<file path="src/rtl/instr_fetch.sv">
// instr_fetch: instruction sequencer in front of the 16-bit DIN/Run/Done
// processor. Reads program words from a synchronous ROM, presents each
// instruction on DIN and holds Run high until the processor's Done. For
// mvi, the immediate word is prefetched so DIN carries it from the
// processor's second execute cycle onward.
//
// Ports:
//   Clock      in   system clock, rising edge
//   Reset      in   asynchronous, active-high reset
//   Start      in   level; in IDLE, begin fetching at the current PC
//   Stop       in   level; finish the current instruction, then go IDLE
//   Done       in   processor completes the current instruction this cycle
//   MemAddr    out  registered ROM address (acts as the ROM address register)
//   MemData    in   ROM read data, valid the cycle after MemAddr is loaded
//   DIN        out  word presented to the processor
//   Run        out  instruction valid / execute
//   PC         out  address of the current or next instruction
//   Busy       out  high in every state except IDLE
//   Halted     out  sticky; set when HALT_WORD is fetched
//   InstrCount out  number of completed instructions (wraps)

module instr_fetch #(
    parameter int unsigned        ADDR_W    = 5,
    parameter int unsigned        DATA_W    = 16,
    parameter logic [3:0]         MVI_OP    = 4'b0001,
    parameter logic [DATA_W-1:0]  HALT_WORD = 16'hFFFF
) (
    input  logic              Clock,
    input  logic              Reset,
    input  logic              Start,
    input  logic              Stop,
    input  logic              Done,
    output logic [ADDR_W-1:0] MemAddr,
    input  logic [DATA_W-1:0] MemData,
    output logic [DATA_W-1:0] DIN,
    output logic              Run,
    output logic [ADDR_W-1:0] PC,
    output logic              Busy,
    output logic              Halted,
    output logic [15:0]       InstrCount
);

    localparam logic [2:0] S_IDLE   = 3'd0;
    localparam logic [2:0] S_ADDR_I = 3'd1;
    localparam logic [2:0] S_DATA_I = 3'd2;
    localparam logic [2:0] S_ADDR_M = 3'd3;
    localparam logic [2:0] S_DATA_M = 3'd4;
    localparam logic [2:0] S_EXEC   = 3'd5;
    localparam logic [2:0] S_GAP    = 3'd6;

    logic [2:0]        state;
    logic [ADDR_W-1:0] pc;
    logic [ADDR_W-1:0] mem_addr;
    logic [DATA_W-1:0] instr;
    logic [DATA_W-1:0] imm;
    logic              first_exec;
    logic              stop_seen;
    logic              halted;
    logic [15:0]       instr_count;

    logic              instr_is_mvi;
    logic              data_is_mvi;
    logic [ADDR_W-1:0] pc_step;

    assign instr_is_mvi = (instr[DATA_W-1 -: 4] == MVI_OP);
    assign data_is_mvi  = (MemData[DATA_W-1 -: 4] == MVI_OP);
    assign pc_step      = instr_is_mvi ? ADDR_W'(2) : ADDR_W'(1);

    always_ff @(posedge Clock or posedge Reset) begin
        if (Reset) begin
            state       <= S_IDLE;
            pc          <= '0;
            mem_addr    <= '0;
            instr       <= '0;
            imm         <= '0;
            first_exec  <= 1'b0;
            stop_seen   <= 1'b0;
            halted      <= 1'b0;
            instr_count <= '0;
        end else begin
            case (state)
                S_IDLE: begin
                    if (Start && !Stop) begin
                        halted <= 1'b0;
                        state  <= S_ADDR_I;
                    end
                end
                S_ADDR_I: begin
                    if (Stop) begin
                        state <= S_IDLE;
                    end else begin
                        mem_addr <= pc;
                        state    <= S_DATA_I;
                    end
                end
                S_DATA_I: begin
                    if (Stop) begin
                        state <= S_IDLE;
                    end else begin
                        instr <= MemData;
                        if (MemData == HALT_WORD) begin
                            halted <= 1'b1;
                            state  <= S_IDLE;
                        end else if (data_is_mvi) begin
                            // Immediate lives at the next address, wrapping.
                            mem_addr <= pc + ADDR_W'(1);
                            state    <= S_ADDR_M;
                        end else begin
                            first_exec <= 1'b1;
                            stop_seen  <= 1'b0;
                            state      <= S_EXEC;
                        end
                    end
                end
                S_ADDR_M: begin
                    state <= Stop ? S_IDLE : S_DATA_M;
                end
                S_DATA_M: begin
                    if (Stop) begin
                        state <= S_IDLE;
                    end else begin
                        imm        <= MemData;
                        first_exec <= 1'b1;
                        stop_seen  <= 1'b0;
                        state      <= S_EXEC;
                    end
                end
                S_EXEC: begin
                    first_exec <= 1'b0;
                    // Stop during execution is deferred until after GAP.
                    if (Stop) begin
                        stop_seen <= 1'b1;
                    end
                    if (Done) begin
                        instr_count <= instr_count + 16'd1;
                        pc          <= pc + pc_step;
                        state       <= S_GAP;
                    end
                end
                S_GAP: begin
                    state <= (Stop || stop_seen) ? S_IDLE : S_ADDR_I;
                end
                default: begin
                    state <= S_IDLE;
                end
            endcase
        end
    end

    // Run decodes straight from the async-reset state so a reset drops it
    // immediately. The processor latches IR on the first EXEC cycle, so the
    // immediate is only shown from the second cycle on.
    always_comb begin
        DIN = '0;
        if (state == S_EXEC) begin
            DIN = (first_exec || !instr_is_mvi) ? instr : imm;
        end
    end

    assign Run        = (state == S_EXEC);
    assign Busy       = (state != S_IDLE);
    assign MemAddr    = mem_addr;
    assign PC         = pc;
    assign Halted     = halted;
    assign InstrCount = instr_count;

endmodule

</file>
<file path="config.mk">
export PLATFORM = sky130hd
export DESIGN_NAME = instr_fetch
export DESIGN_NICKNAME = d
export VERILOG_FILES = /design/src/rtl/instr_fetch.sv
export SDC_FILE = /design/constraint.sdc
export NUM_CORES = 1
export LEC_CHECK = 0
export CAP_MARGIN = 10
export CORE_ASPECT_RATIO = 0.75
export CORE_MARGIN = 5
export CORE_UTILIZATION = 40
export DETAILED_ROUTE_END_ITERATION = 12
export PLACE_DENSITY = 0.65
export SLEW_MARGIN = 40
export SYNTH_ARGS = -nofsm -noshare
export SYNTH_HDL_FRONTEND = slang
export SYNTH_SLANG_ARGS = --single-unit
</file>
<file path="constraint.sdc">
create_clock -name Clock -period 5.7 [get_ports Clock]
set_input_delay 0.855 -clock Clock [delete_from_list [all_inputs] [get_ports Clock]]
set_output_delay 0.855 -clock Clock [all_outputs]
set_load 0.005 [all_outputs]
</file>
==> results of run 1 <==
## critical path: cells and delay by family (launching register included)
kind / cells / cell delay [ns]
AOI/OAI and AO/OA: 1 / 0.21
buffers and inverters: 1 / 0.56
and+or+nand+nor: 3 / 1.26
DFF: 1 / 0.39
## sequential cells by signal, indices dropped and copies added (netlist names)
| signal | flops |
|---|---|
| first_exec | 1 |
| instr | 16 |
| InstrCount | 16 |
| imm | 16 |
| MemAddr | 5 |
| PC | 5 |
| Halted | 1 |
| state | 3 |
| stop_seen | 1 |
## power groups by stage
stage / logic, W / registers [W] / clock network, W
finish: 0.000506 / 0.000746 / 0.000343
global route: 0.000564 / 0.000769 / 0.000382
CTS: 0.000513 / 0.000746 / 0.000359
detailed placement: 0.000511 / 0.000753 / 0
global placement: 0.000496 / 0.000748 / 0
floorplan: 0.000370 / 0.000701 / 0
## cells in the final DEF, fill, tap and decap left out, types with 4 or more instances in the layout
cell type	count
nand2_1	45
nand3_1	5
clkdlybuf4s50_1	65
nand2b_1	6
nand4_1	12
dfrtp_1	64
xor2_1	5
mux2_2	38
xnor2_1	17
a21oi_1	18
ha_1	4
clkbuf_8	11
nor2_1	9
inv_1	5
## per-layer routing
layer  wire [µm]  vias to the layer above  global-route usage
met2        3170                       55               0.234
met4          19                        0              0.0328
met1        3540                     1125               0.211
met3         408                        2              0.0635
met5           0                        -                   0
li1            -                     1109                   -
## stage by stage
step	power [W]	std cells	setup WS [ns]	hold WS, ns	util
floorplan	0.00107	278	3.25	0.465	-
global placement	0.00124	435	2.47	0.457	0.517
detailed placement	0.00126	435	2.44	0.459	0.517
CTS	0.00162	450	2.04	0.470	0.540
global route	0.00172	450	1.92	0.499	0.540
finish	0.00160	450	2.07	0.463	0.540
## worst max-delay path by stage
stage / startpoint / to / depth (start not counted)
floorplan: Reset / Halted / 1
global placement: instr[13] / DIN[0] / 5
detailed placement: instr[13] / DIN[0] / 5
CTS: instr[13] / DIN[0] / 5
global route: instr[13] / DIN[0] / 5
finish: instr[13] / DIN[0] / 5
## kinds of logic after synthesis
logic type      after synthesis  synth area share
fa+ha+maj                     5            0.0224
simple gates                 99             0.173
xor+xnor                     22            0.0617
mux                          38             0.137
buf+inv                      18            0.0284
compound gates               32            0.0641
flops                        64             0.513
## layout make-up
type | instances | share of cell area
clock buffers | 12 | 0.0385
repair buffers | 68 | 0.168
clock inverters | 3 | 0.00434
inverters | 6 | 0.00558
flip-flops and latches | 64 | 0.397
multi-input cells | 196 | 0.355
well taps | 101 | 0.0313
==> run metrics, run 1 <==
outcome finished clean; maximum achievable frequency 0.275 GHz; Filler cells between 600 and 700; GRT Total Usage 0.155; data required time of the critical path 4.85 ns; clock-pin slew on the worst setup and hold paths 0.07 ns; initial antenna violation count 0; Worst Tran Pin Value around 0.75 ns; clock root buffer clkbuf_8; most frequent cell after synthesis dfrtp_1; Starting DRT DRC Count 69; TritonCTS clock tree built; count of state elements after synthesis 64; number of endpoints with negative hold slack in the final report 0; VDD IR max slightly above 200 µV; power dissipated by switching net loads about 0.00051 W; number of cells on the worst hold path 1; minimum clock period after layout 3.63 ns; dpl hpwl slightly below 5000 µm; total CTS buffers 9; sequential share of power 0.468; clock latency reported for the late side of the worst-skew pair 0.34 ns; area of all placed cells without fillers roughly 4000 µm²; cells along the critical path or4b_1, nor2_2, nand2_1, a21oi_1, clkdlybuf4s50_1; logic depth of the worst register-to-register path 5; RSZ-0062 raised after global routing false; max_cap viols 0; Post-Route Skew 0.00771 ns; Starting Density 0.418; # resized after CTS 0; capture endpoint of the worst hold path InstrCount[15]; worst-case register-to-register setup slack ~3.8 ns; Worst R2R Start instr[13]; total number of placement rows 27; wire length of the first global-routing pass about 12000 µm; worst setup path category reg -> out; leading area contributor after synthesis dfrtp_1; WL final 7140 µm; signed area change from the synthesized netlist to the final layout 29.1%; cell type of the slowest stage on the worst timing path or4b_1; CORE AREA between 7000 and 8000 µm²; P_int between 0.001 and 0.0015 W; Synth Flop Type dfrtp_1; critical path's largest stage delay 0.59 ns; Relative slew margins 0.497; drt first pass iters 4; setup TNS 0 ns; number of diodes 0; Multi-input gate area roughly 1400 µm²; critical path launch point type flip-flop; Final Cycle Share 0.637; CP endpoint kind primary output; vias 2291; part of the total power dissipated in combinational logic 0.317; RD Place Congestion slightly above 0.8; Routed wire per std cell roughly 16 µm; Post-Syn Instances between 200 and 300; clock net sink count 64; post-synthesis cell type count 45; die area between 9000 and 10000 µm²; share of cells above drive strength 1 0.186; overall overflow remaining after global route 0; final setup violation count 0; storage element area about 1600 µm²; via count of the first global-routing pass 2350; Mapped Nets slightly above 300; mean post-synth cell area between 10 and 15 µm²; r2r endpoint PC[4]; Placed Instance Area 3860 µm²; leakage power total 1.71 nW; clock network fraction of total power 0.215; crit path max fanout 15; hold path startpoint InstrCount[15]; largest net degree at the start of global routing 65; quantity of hold-fixing buffers added after cts 0; width of the die 112 µm; # IOs 66; post-CTS setup buffer count 0; Async S/R FF share, synth 1.00; die extent in y 86.5 µm; buffers added on ports 65; switching power share of the total 0.317; total standard cell area after synthesis 3120 µm²; hold crit path type reg -> reg; Pwr Density 396 nW/µm²; CTS HTree Levels 3; Worst EP arrival approximately 2.8 ns; Synth top area share 0.513; post-DR vias/cell 5.09; max-slew violation count 0; cell types with the highest counts after synthesis dfrtp_1, nand2_1, mux2_2, a21oi_1, xnor2_1; ANT nets after route 0; proportion of synthesized chip area in sequential cells 0.513; number of enable-type register cells in the synthesized netlist 0; Yosys Warn Count 0; top cells by area, synth dfrtp_1, mux2_2, nand2_1; Post-layout nets approximately 370; final routed DRC violation total 0; Max Buffers Root-to-Sink 2
Note: power is estimated with default switching activity, not from simulation.
==> run 2, diff against run 1 <==
--- a/config.mk
+++ b/config.mk
@@ -10,7 +10,7 @@
 export CORE_MARGIN = 5
 export CORE_UTILIZATION = 40
 export DETAILED_ROUTE_END_ITERATION = 12
-export PLACE_DENSITY = 0.65
+export PLACE_DENSITY = 0.68
 export SLEW_MARGIN = 40
 export SYNTH_ARGS = -nofsm -noshare
 export SYNTH_HDL_FRONTEND = slang
==> constraint.sdc (replaced) <==
create_clock -name Clock -period 3.2 [get_ports Clock]
set_input_delay 0.48 -clock Clock [delete_from_list [all_inputs] [get_ports Clock]]
set_output_delay 0.48 -clock Clock [all_outputs]
set_load 0.005 [all_outputs]
==> run 2 against run 1 <==
Sequential share of layout area shrank 0.55 points. Worst setup slack worse by 1.9 ns. Critical endpoint is now DIN[7]. Global-route usage up 0.19 points. Flip-flop and latch count stayed put. Non-clock buffer count up 3. Routed wire length down 0.92%. Cell count increased by 0.89%.
==> run metrics, run 2 (same netlist as run 1, synthesis figures left out) <==
TritonCTS clock tree built (unchanged); leakage power total 1.74 nW (was 1.71 nW); setup TNS 0 ns (unchanged); minimum clock period after layout ~3.0 ns; RD Place Congestion 0.794 (was 0.807); clock-pin slew on the worst setup and hold paths 0.07 ns (about the same); buffers added on ports 65 (unchanged); critical path's largest stage delay 0.62 ns (was 0.59 ns); most frequent cells in the layout clkdlybuf4s50_1, dfrtp_1, nand2_1 (unchanged); # IOs 66 (unchanged); Routed wire per std cell 15.6 µm (was 15.9 µm); final core occ 0.548 (was 0.540); Worst Path Buf+Inv 1 (unchanged); largest net degree at the start of global routing 65 (unchanged); quantity of hold-fixing buffers added after cts 0 (unchanged); Final Cycle Share 0.946; maximum achievable frequency roughly 0.33 GHz; Pwr Density 724 nW/µm² (was 396 nW/µm²); # resized after CTS 1 (was 0); WL final 7080 µm (was 7140 µm); max_cap viols 0 (unchanged); Starting Density 0.418 (unchanged); Max Buffers Root-to-Sink 2 (unchanged); RSZ-0062 raised after global routing false (unchanged); total number of placement rows 27 (unchanged); drt first pass iters 4 (unchanged); die area 9690 µm² (unchanged); post-DR vias/cell 5.16 (was 5.09); max-slew violation count 0 (unchanged); share of cells above drive strength 1 0.195 (was 0.186); post-CTS setup buffer count 0 (unchanged); final setup violation count 0 (unchanged); VDD IR max 355 µV (was 206 µV); number of diodes 0 (unchanged); via count of the first global-routing pass 2387 (was 2350); width of the die 112 µm (unchanged); CP endpoint kind primary output (unchanged); ANT nets after route 0 (unchanged); Worst EP arrival 2.55 ns (was 2.78 ns); Post-layout nets 374 (was 371); Starting DRT DRC Count 103 (was 69); CORE AREA 7470 µm² (unchanged); kind of cell adding the most delay to the critical path simple AND/OR/NAND/NOR gates (unchanged); total CTS buffers 9 (unchanged); overall overflow remaining after global route 0 (unchanged); Relative slew margins 0.549 (was 0.497); cells along the critical path or4b_1, nor2_4, nand2_1, a21oi_1, clkdlybuf4s50_1 (was or4b_1, nor2_2, nand2_1, a21oi_1, clkdlybuf4s50_1); Worst Tran Pin Value 0.675 ns (was 0.752 ns); most common library cell in the layout ignoring fill and taps clkdlybuf4s50_1 (unchanged); number of endpoints with negative hold slack in the final report 0 (unchanged); Filler cells 650 (was 666); final routed DRC violation total 0 (unchanged); worst setup path category reg -> out (unchanged); cell type of the slowest stage on the worst timing path or4b_1 (unchanged); GRT Total Usage 0.157 (was 0.155); wire length of the first global-routing pass 12000 µm (was 11800 µm); critical path launch point type flip-flop (unchanged); clock root buffer clkbuf_8 (unchanged); signed area change from the synthesized netlist to the final layout 30.9% (was 29.1%); Post-Route Skew 0.00588 ns (was 0.00771 ns); clock net sink count 64 (unchanged); dpl hpwl 4960 µm (was 4970 µm); die extent in y 86.5 µm (unchanged); hold crit path type reg -> reg (unchanged); vias 2343 (was 2291); outcome finished clean (unchanged); data required time of the critical path 2.72 ns (was 4.85 ns); CTS HTree Levels 3 (unchanged); crit path max fanout 15 (unchanged); initial antenna violation count 0 (unchanged); clock latency reported for the late side of the worst-skew pair 0.34 ns (about the same)
[run 2: report_power, final]
part	total (W)	switching, W	internal [W]
clock	0.000700	0.000299	0.000400
sequential	0.00130	0.000208	0.00109
combinational	0.000965	0.000410	0.000555
total	0.00296	0.000917	0.00204
[run 2: worst paths after layout]
check,slack [ns],endpoint,cells past startpoint,from
max,0.17,DIN[7],5,instr[13]
min,0.48,InstrCount[15],1,InstrCount[15]
max reg2reg,1.19,PC[4],5,instr[13]
min reg2reg,0.48,InstrCount[15],1,InstrCount[15]
max in group asynchronous,2.18,MemAddr[2],3,Reset
min in group asynchronous,0.60,InstrCount[9],3,Reset
[run 2: stage by stage]
step           total power, W  std cells  instance area [µm²]  setup slack, ns  hold slack, ns
2_1_floorplan         0.00191        278                 3120             1.12           0.465
3_3_place_gp          0.00224        438                 3880            0.336           0.457
3_5_place_dp          0.00228        438                 3880            0.331           0.472
4_1_cts               0.00299        454                 4080           0.0735           0.486
5_1_grt               0.00319        454                 4090           0.0117           0.507
6_report              0.00296        454                 4090            0.173           0.476
[run 2: layout make-up]
cell class	instances	area, µm²	area share
tap	101	126	0.0309
sequential	64	1600	0.392
multi-input combinational	196	1440	0.352
clock inverter	3	40.0	0.00979
inverter	6	22.5	0.00551
clock buffer	13	159	0.0389
timing repair buffer	71	699	0.171
[run 2: layer usage]
metal / up-vias / GRT usage / wire length, µm / share of wire
met2: 59 / 0.239 / 3160 / 0.45
met3: 9 / 0.0516 / 379 / 0.054
met1: 1157 / 0.210 / 3430 / 0.48
met4: 0 / 0.0557 / 107 / 0.015
li1: 1118 / - / - / -
met5: - / 0 / 0 / 0
